`src/rtl/counter_161_if.sv`:
```
// Control, data and status bundle of one 74xx161 stage.
// Latency: not applicable (wires only).
// Backpressure: none; the counter accepts control every cycle.
//
// Signals: load_n/enp/ent/d are driven by the master (control logic or the
// previous cascade stage); q/rco come back from the counter (slave side).
interface counter_161_if #(
  parameter int WIDTH = 4
);
  logic             load_n;
  logic             enp;
  logic             ent;
  logic [WIDTH-1:0] d;
  logic [WIDTH-1:0] q;
  logic             rco;

  modport master (
    output load_n, enp, ent, d,
    input  q, rco
  );

  modport slave (
    input  load_n, enp, ent, d,
    output q, rco
  );
endinterface

```
`src/rtl/counter_161.sv`:
```
// 74xx161 presettable binary counter with asynchronous clear, X-aware.
// Latency: load/count visible 1 cycle after the rising edge; clear and rco combinational.
// Backpressure: none; enp/ent gate counting, load_n overrides them.
//
// Ports:
//   clk   - count clock, all synchronous actions on the rising edge
//   clr_n - asynchronous active-low clear (chip CLR pin)
//   bus   - slave side of counter_161_if: load_n, enp, ent, d in; q, rco out
module counter_161 #(
  parameter int WIDTH = 4
) (
  input  logic          clk,
  input  logic          clr_n,
  counter_161_if.slave  bus
);

  logic [WIDTH-1:0] q_r;
  logic [WIDTH-1:0] q_next;
  logic [WIDTH-1:0] q_out;

  // Next state: load beats count beats hold. The case-equality tests keep
  // an unknown control from being read as a definite 0 or 1, so an
  // unresolved control poisons the state instead of picking a branch.
  always_comb begin
    q_next = q_r;
    if (bus.load_n === 1'b0) begin
      q_next = bus.d;                 // per-bit copy, X bits stay X
    end else if (bus.load_n !== 1'b1) begin
      q_next = 'x;
    end else if (bus.enp === 1'b0 || bus.ent === 1'b0) begin
      q_next = q_r;                   // a known 0 on either enable holds
    end else if (bus.enp === 1'b1 && bus.ent === 1'b1) begin
      // Addition with any X operand bit yields all X.
      q_next = q_r + {{(WIDTH-1){1'b0}}, 1'b1};
    end else begin
      q_next = 'x;
    end
  end

  // A 1->X transition on clr_n is a negedge, so an unknown clear poisons the
  // state immediately; a later X->1 leaves it X until the next load.
  always_ff @(posedge clk or negedge clr_n) begin
    if (!clr_n) begin
      q_r <= '0;
    end else if (clr_n !== 1'b1) begin
      q_r <= 'x;
    end else begin
      q_r <= q_next;
    end
  end

  // An unknown clear must show on q right away even when the state was
  // already cleared (0->X is not a negedge).
  assign q_out = (clr_n === 1'b0 || clr_n === 1'b1) ? q_r : 'x;

  assign bus.q   = q_out;
  assign bus.rco = bus.ent & (&q_out);

endmodule

```
`src/flat_wrapper.sv`:
```
// flat-port wrapper written by rule: the top's interface ports become plain ports
module counter_161_flat 
#(
  parameter int WIDTH = 4
)
  (clk, clr_n, bus_load_n, bus_enp, bus_ent, bus_d, bus_q, bus_rco);
  counter_161_if #(.WIDTH(WIDTH)) bus_i ();
  input  logic clk;
  input  logic clr_n;
  input wire logic [$bits(bus_i.load_n)-1:0] bus_load_n;
  input wire logic [$bits(bus_i.enp)-1:0] bus_enp;
  input wire logic [$bits(bus_i.ent)-1:0] bus_ent;
  input wire logic [$bits(bus_i.d)-1:0] bus_d;
  output wire logic [$bits(bus_i.q)-1:0] bus_q;
  output wire logic [$bits(bus_i.rco)-1:0] bus_rco;
  assign bus_i.load_n = bus_load_n;
  assign bus_i.enp = bus_enp;
  assign bus_i.ent = bus_ent;
  assign bus_i.d = bus_d;
  assign bus_q = bus_i.q;
  assign bus_rco = bus_i.rco;
  counter_161 #(.WIDTH(WIDTH)) u_core (.clk(clk), .clr_n(clr_n), .bus(bus_i));
endmodule
```
`config.mk`:
```
export PLATFORM = sky130hd
export DESIGN_NAME = counter_161_flat
export DESIGN_NICKNAME = d
export VERILOG_FILES = /design/src/rtl/counter_161_if.sv /design/src/rtl/counter_161.sv /design/src/flat_wrapper.sv
export SDC_FILE = /design/constraint.sdc
export NUM_CORES = 1
export LEC_CHECK = 0
export CAP_MARGIN = 25
export CELL_PAD_IN_SITES_DETAIL_PLACEMENT = 1
export CELL_PAD_IN_SITES_GLOBAL_PLACEMENT = 1
export CORE_AREA = 5 5 42 44
export CTS_BUF_LIST = sky130_fd_sc_hd__clkbuf_8
export CTS_CLUSTER_DIAMETER = 40
export DETAILED_ROUTE_END_ITERATION = 8
export DIE_AREA = 0 0 47 49
export MAX_ROUTING_LAYER = met4
export PLACE_DENSITY = 0.57
export SYNTH_ARGS = -nofsm -noshare
export SYNTH_HDL_FRONTEND = slang
export SYNTH_SLANG_ARGS = --single-unit
```
`constraint.sdc`:
```
create_clock -name clk -period 1.2 [get_ports clk]
set_input_delay 0.24 -clock clk [delete_from_list [all_inputs] [get_ports clk]]
set_output_delay 0.24 -clock clk [all_outputs]
set_load 0.005 [all_outputs]
```
==> out/metrics.yaml, run 1 <==
worst_setup_path:
  reg2reg_slack_ns: 0.04
  cp-start-kind: "flip-flop"
  regToRegStartpoint: "u_core.q_r[0]$_DFFE_PN0P_"
  r2r_end: "u_core.q_r[2]$_DFFE_PN0P_"
  arrival_ns: 1.05
  worst_ep_required_time_ns: 0.96
  worst_setup_path_startpoint: "u_core.q_r[0]$_DFFE_PN0P_"
  criticalPathCategory: "reg -> out"
  worst-path-max-fanout: 2
  worst_setup_path_end_kind: "primary output"
  rr_worst_depth: 4
final_layout:
  final_layout_size_suffix_gt1_share_pct: 40.0
  top_regs: "u_core.q_r (4)"
  antenna_cells: 0
  fill_cells: 174
  final_cell_mix: "buf_4, clkdlybuf4s50_1, dlygate4sd2_1, dfrtp_1"
  layout_commonest_cell: "buf_4"
  area_delta_synth_final_pct: 98.9
  area.sequential_um2: 100
  largest_register_ff_count: 4
  multi_input_area_um2: 131
  final_util_pct: 32.9
  nets: 57
  layout.cells.non_filler: 61
  regMostFlops: "u_core.q_r"
route:
  vias: 261
  wire_per_inst_um: 13.1
  drc: 0
  viasPerCell: 4.28
  first_pass_iters: 2
  drtAntennaViolNets: 0
  first_iter_violations: 3
  route.final.wire_length_um: 797
timing:
  tns_ns: -0.130
  worst_pin_slew_ns: 0.199
  post-route-min-period_ns: 1.29
  fin_worst_skew_ns: 0.000246
  hold_viol: 0
  fmax_mhz: 778
  hold_slack_ns: 0.0822
  setup_ws_ns: -0.0853
  slew_violations: 0
  rsz0062_at_grt: "yes"
  layout_worst_path_cycle_share_pct: 107
  setup_viol: 2
  slew_headroom_pct: 86.7
grt:
  track_usage_pct: 8.54
  grt_pass1_wl_mm: 1.28
  antenna_found_initial: 0
  overflow: 0
  grt_max_degree: 7
  grt_pass1_vias: 286
clock_network:
  cts_root_buffer: "clkbuf_8"
  clk-insertion-delay-late_ns: 0.21
  cts_hold_buf: 0
  cts.reportedPaths.clkPinSlew_ns: 0.03
  cts_max_path_buffers: 2
  cts_setup_buffers: 0
  htreeDepth: 1
  cts_buffers: 3
  cts_tree: "yes"
  clock_sinks: 4
place:
  pre_cts_ws_ns: -0.468
  gp_congestion: 0.778
  placedCellCount: 58
  numPortBuffers: 13
yosys:
  ys_seq_elements: 4
  synth_cell_types: 14
  netlist_area_um2: 231
  ys_warn_count: 0
  syn_inst: 22
  syn_area_per_cell_um2: 10.5
  seq_area_frac_synth_pct: 43.2
  synth_nets: 32
power:
  power_leakage_nw: 0.207
  peakVddDrop_mv: 0.418
  p_per_area_nw_per_um2: 1370
flow_run:
  drv_cap: 0
floorplanning:
  die_h_um: 49
  start_util_pct: 16.5
  num_rows: 14
  dieArea_um2: 2300
  core_um2: 1400
  die_x_um: 47
  io_pins: 14
run_status:
  status: "finished with violations"
  violations: "negative setup slack"
worst_hold_path:
  hp-class: "in -> async"
## where the power goes
| group | switching (mW) | internal, mW |
|---|---|---|
| clock network | 0.0688 | 0.214 |
| registers | 0.0124 | 0.156 |
| logic | 0.0726 | 0.108 |
| total | 0.154 | 0.478 |
## through the flow
stage	cell area (um^2)	total power, mW
2_1_floorplan	231	0.235
3_3_place_gp	434	0.362
3_5_place_dp	434	0.372
4_1_cts	475	0.658
5_1_grt	460	0.682
6_report	460	0.632
## worst max path at each step
stage,to,depth (start not counted)
after detailed placement,bus_rco,3
after global routing,bus_rco,3
final,bus_rco,3
after global placement,bus_rco,3
after CTS,bus_rco,3
after floorplan,u_core.q_r[2]$_DFFE_PN0P_,4
## worst max-delay path, cell delays in order, from the launching register on
cell	delay [ns]
dfrtp_1	0.35
ha_2	0.19
and4_4	0.20
buf_6	0.09
## what timing repair did
| action | in CTS | in global routing |
|---|---|---|
| pin swaps | 4 | 0 |
| endpoints found under the setup margin | 9 | 6 |
| gates resized for setup | 17 | 3 |
| endpoints found under the hold margin | 0 | 0 |
## cell usage after synthesis, drive strengths merged
cell type / number / area, um^2
a21boi: 1 / 18.8
a21oi: 1 / 5.00
a31oi: 2 / 12.5
and4: 1 / 10.0
dfrtp: 4 / 100
ha: 1 / 12.5
inv: 1 / 3.75
mux2: 1 / 11.3
mux2i: 1 / 10.0
nand3: 1 / 5.00
nor2: 3 / 11.3
o21ai: 2 / 10.0
or3: 2 / 12.5
xnor2: 1 / 8.76
## routing by layer
layer  part of all wire, %  wire [um]  track usage, %  up-vias
met5                     0          0               -        -
met4                  0.88          7            6.91        0
met3                   9.4         75            3.32        2
met2                    47        377            11.8       13
met1                    42        338            9.29      117
li1                      -          -               -      129
## area by class of cell
cell class / count / share of cell area [%]
Inverter: 1 / 0.815
Timing Repair Buffer: 20 / 35.6
Tap cell: 16 / 4.35
Multi-Input combinational cell: 17 / 28.5
Sequential cell: 4 / 21.7
Clock buffer: 3 / 8.97
## cells by family after synthesis
kind of cell | after synthesis | synth area share (%)
adders and majority gates | 1 | 5.40
AOI/OAI and AO/OA | 6 | 20.0
buffers and inverters | 1 | 1.62
muxes | 2 | 9.19
DFF | 4 | 43.2
xor gates and xnor gates | 1 | 3.78
and+or+nand+nor | 7 | 16.8
No activity file was read; power rests on OpenSTA's default activity.
==> run 2: changes to the inputs <==
--- a/config.mk
+++ b/config.mk
@@ -13,8 +13,10 @@
 export CTS_CLUSTER_DIAMETER = 40
 export DETAILED_ROUTE_END_ITERATION = 8
 export DIE_AREA = 0 0 47 49
+export DONT_BUFFER_PORTS = 1
 export MAX_ROUTING_LAYER = met4
-export PLACE_DENSITY = 0.57
+export PLACE_DENSITY = 0.38
+export SETUP_SLACK_MARGIN = 0.5
 export SYNTH_ARGS = -nofsm -noshare
 export SYNTH_HDL_FRONTEND = slang
 export SYNTH_SLANG_ARGS = --single-unit
==> run 2 against run 1 <==
  * The flow now finishes without violations
  * Largest power group unchanged
  * First-iteration DRC count is 100% lower
  * Design area is 25% lower
  * Die area stayed put
  * Sequential share of layout area is 7.1 points higher
==> out/metrics.yaml, run 2 (synthesized netlist as in run 1, its figures left out) <==
final_layout:
  regMostFlops: "u_core.q_r"
  fill_cells: 166
  top_regs: "u_core.q_r (4)"
  multi_input_area_um2: 141
  final_cell_mix: "buf_4, dfrtp_1, nor2_1, clkbuf_8"
  largest_register_ff_count: 4
  area.sequential_um2: 100
  final_layout_size_suffix_gt1_share_pct: 36.7
  antenna_cells: 0
  area_delta_synth_final_pct: 49.7
  nets: 42
  final_area_um2: 347
worst_setup_path:
  arrival_ns: 0.96
  criticalPathCategory: "reg -> out"
  cp-start-kind: "flip-flop"
  slowest_stage: "dfrtp_1"
  worst_setup_path_end_kind: "primary output"
  worst-path-max-fanout: 2
  critPathMaxStageDelay_ns: 0.38
  path_cells: "ha_4 -> and4_4"
  worst_ep_required_time_ns: 0.96
clock_network:
  clk-insertion-delay-late_ns: 0.22
  cts_root_buffer: "clkbuf_8"
  cts.reportedPaths.clkPinSlew_ns: 0.03
  htreeDepth: 1
  cts_max_path_buffers: 2
  cts_buffers: 3
  clock_sinks: 4
  cts_tree: "yes"
grt:
  grt_pass1_vias: 240
  grt_pass1_wl_mm: 1.00
  antenna_found_initial: 0
  track_usage_pct: 6.80
  grt_max_degree: 8
  overflow: 0
flow_run:
  drv_cap: 0
run_status:
  status: "finished, final reports clean"
timing:
  layout_worst_path_cycle_share_pct: 99.8
  fin_worst_skew_ns: 0.00219
  hold_viol: 0
  slew_violations: 0
  worst_pin_slew_ns: 0.221
  fmax_mhz: 835
  setup_viol: 0
  rsz0062_at_grt: "yes"
  hold_slack_ns: 0.107
  slew_headroom_pct: 85.2
  post-route-min-period_ns: 1.20
place:
  dpl_cell_area_um2: 279
  gp_congestion: 0.667
  numPortBuffers: 0
route:
  drtAntennaViolNets: 0
  vias: 211
  viasPerCell: 4.59
  first_iter_violations: 0
  drc: 0
  wire_per_inst_um: 14.0
  route.final.wire_length_um: 643
  first_pass_iters: 1
power:
  power_leakage_nw: 0.140
  peakVddDrop_mv: 0.591
  p_per_area_nw_per_um2: 1680
floorplanning:
  die_h_um: 49
  io_pins: 14
  num_rows: 14
  core_um2: 1400
  die_x_um: 47
  start_util_pct: 16.5
  dieArea_um2: 2300
worst_hold_path:
  hp-class: "in -> reg"
-- run 2: cell count changes in the layout (fill, tap and decap cells not counted), sizes merged --
cell / before / now
clkdlybuf4s50: 5 / 0
buf: 8 / 4
dlygate4sd2: 4 / 0
clkbuf: 6 / 3
dlygate4sd3: 0 / 1
-- run 2: timing repair --
| item | 4_1_cts | 5_1_grt |
|---|---|---|
| hold buffers | 1 | 0 |
| setup endpoints to repair | 9 | 9 |
| gates resized for setup | 1 | 0 |
| setup buffers | 2 | 0 |
| endpoints found under the hold margin | 4 | 0 |
| pin swaps | 2 | 2 |
-- run 2: area by class of cell --
| type | count | share of cell area [%] |
|---|---|---|
| multi-input cells | 17 | 40.8 |
| flip-flops and latches | 4 | 28.9 |
| clock buffers | 3 | 11.9 |
| repair buffers | 5 | 11.6 |
| well taps | 16 | 5.78 |
| inverters | 1 | 1.08 |
-- run 2: worst max-delay path: cells and delay by family, from the launching register on --
family                   cells  cell delay [ns]
flip-flops                   1             0.38
AND/OR/NAND/NOR              1             0.21
adder cells (fa/ha/maj)      1             0.15
-- run 2: final timing paths --
kind | startpoint | end | slack, ns | depth (start not counted)
worst min-delay path | bus_load_n | u_core.q_r[1]$_DFFE_PN0P_ | 0.11 | 1
worst max register to register | u_core.q_r[0]$_DFFE_PN0P_ | u_core.q_r[0]$_DFFE_PN0P_ | 0.03 | 4
max in group asynchronous | clr_n | u_core.q_r[1]$_DFFE_PN0P_ | 0.70 | 1
min in group asynchronous | clr_n | u_core.q_r[2]$_DFFE_PN0P_ | 0.31 | 1
worst max-delay path | u_core.q_r[0]$_DFFE_PN0P_ | bus_rco | 0.003 | 2
worst min register to register | u_core.q_r[3]$_DFFE_PN0P_ | u_core.q_r[3]$_DFFE_PN0P_ | 0.63 | 2
-- run 2: through the flow --
step           std cells  utilization (%)  setup slack, ns  setup TNS, ns  power [mW]
2_1_floorplan         22                -           0.0838              0       0.244
3_3_place_gp          40             19.9           0.0919              0       0.277
3_5_place_dp          40             19.9           0.0584              0       0.282
4_1_cts               46             24.7         -0.00305       -0.00305       0.597
5_1_grt               46             24.7          -0.0434        -0.0488       0.631
6_report              46             24.7          0.00270              0       0.581
-- run 2: power breakdown --
| group | switching, mW | internal, mW |
|---|---|---|
| Combinational | 0.0482 | 0.0742 |
| Clock | 0.0656 | 0.213 |
| Sequential | 0.0234 | 0.156 |
-- run 2: per-layer routing --
layer / global-route usage, % / up-vias / share of wire (%)
met2: 8.82 / 16 / 45
met4: 1.38 / 0 / 0
met3: 7.75 / 0 / 18
li1: - / 97 / -
met5: - / - / 0
met1: 6.86 / 98 / 37
==> run 3: changes to the inputs <==
--- a/config.mk
+++ b/config.mk
@@ -5,7 +5,7 @@
 export SDC_FILE = /design/constraint.sdc
 export NUM_CORES = 1
 export LEC_CHECK = 0
-export CAP_MARGIN = 25
+export CAP_MARGIN = 20
 export CELL_PAD_IN_SITES_DETAIL_PLACEMENT = 1
 export CELL_PAD_IN_SITES_GLOBAL_PLACEMENT = 1
 export CORE_AREA = 5 5 42 44
==> results of run 3 <==
Final layout, timing and power as in run 2 (identical DEF).
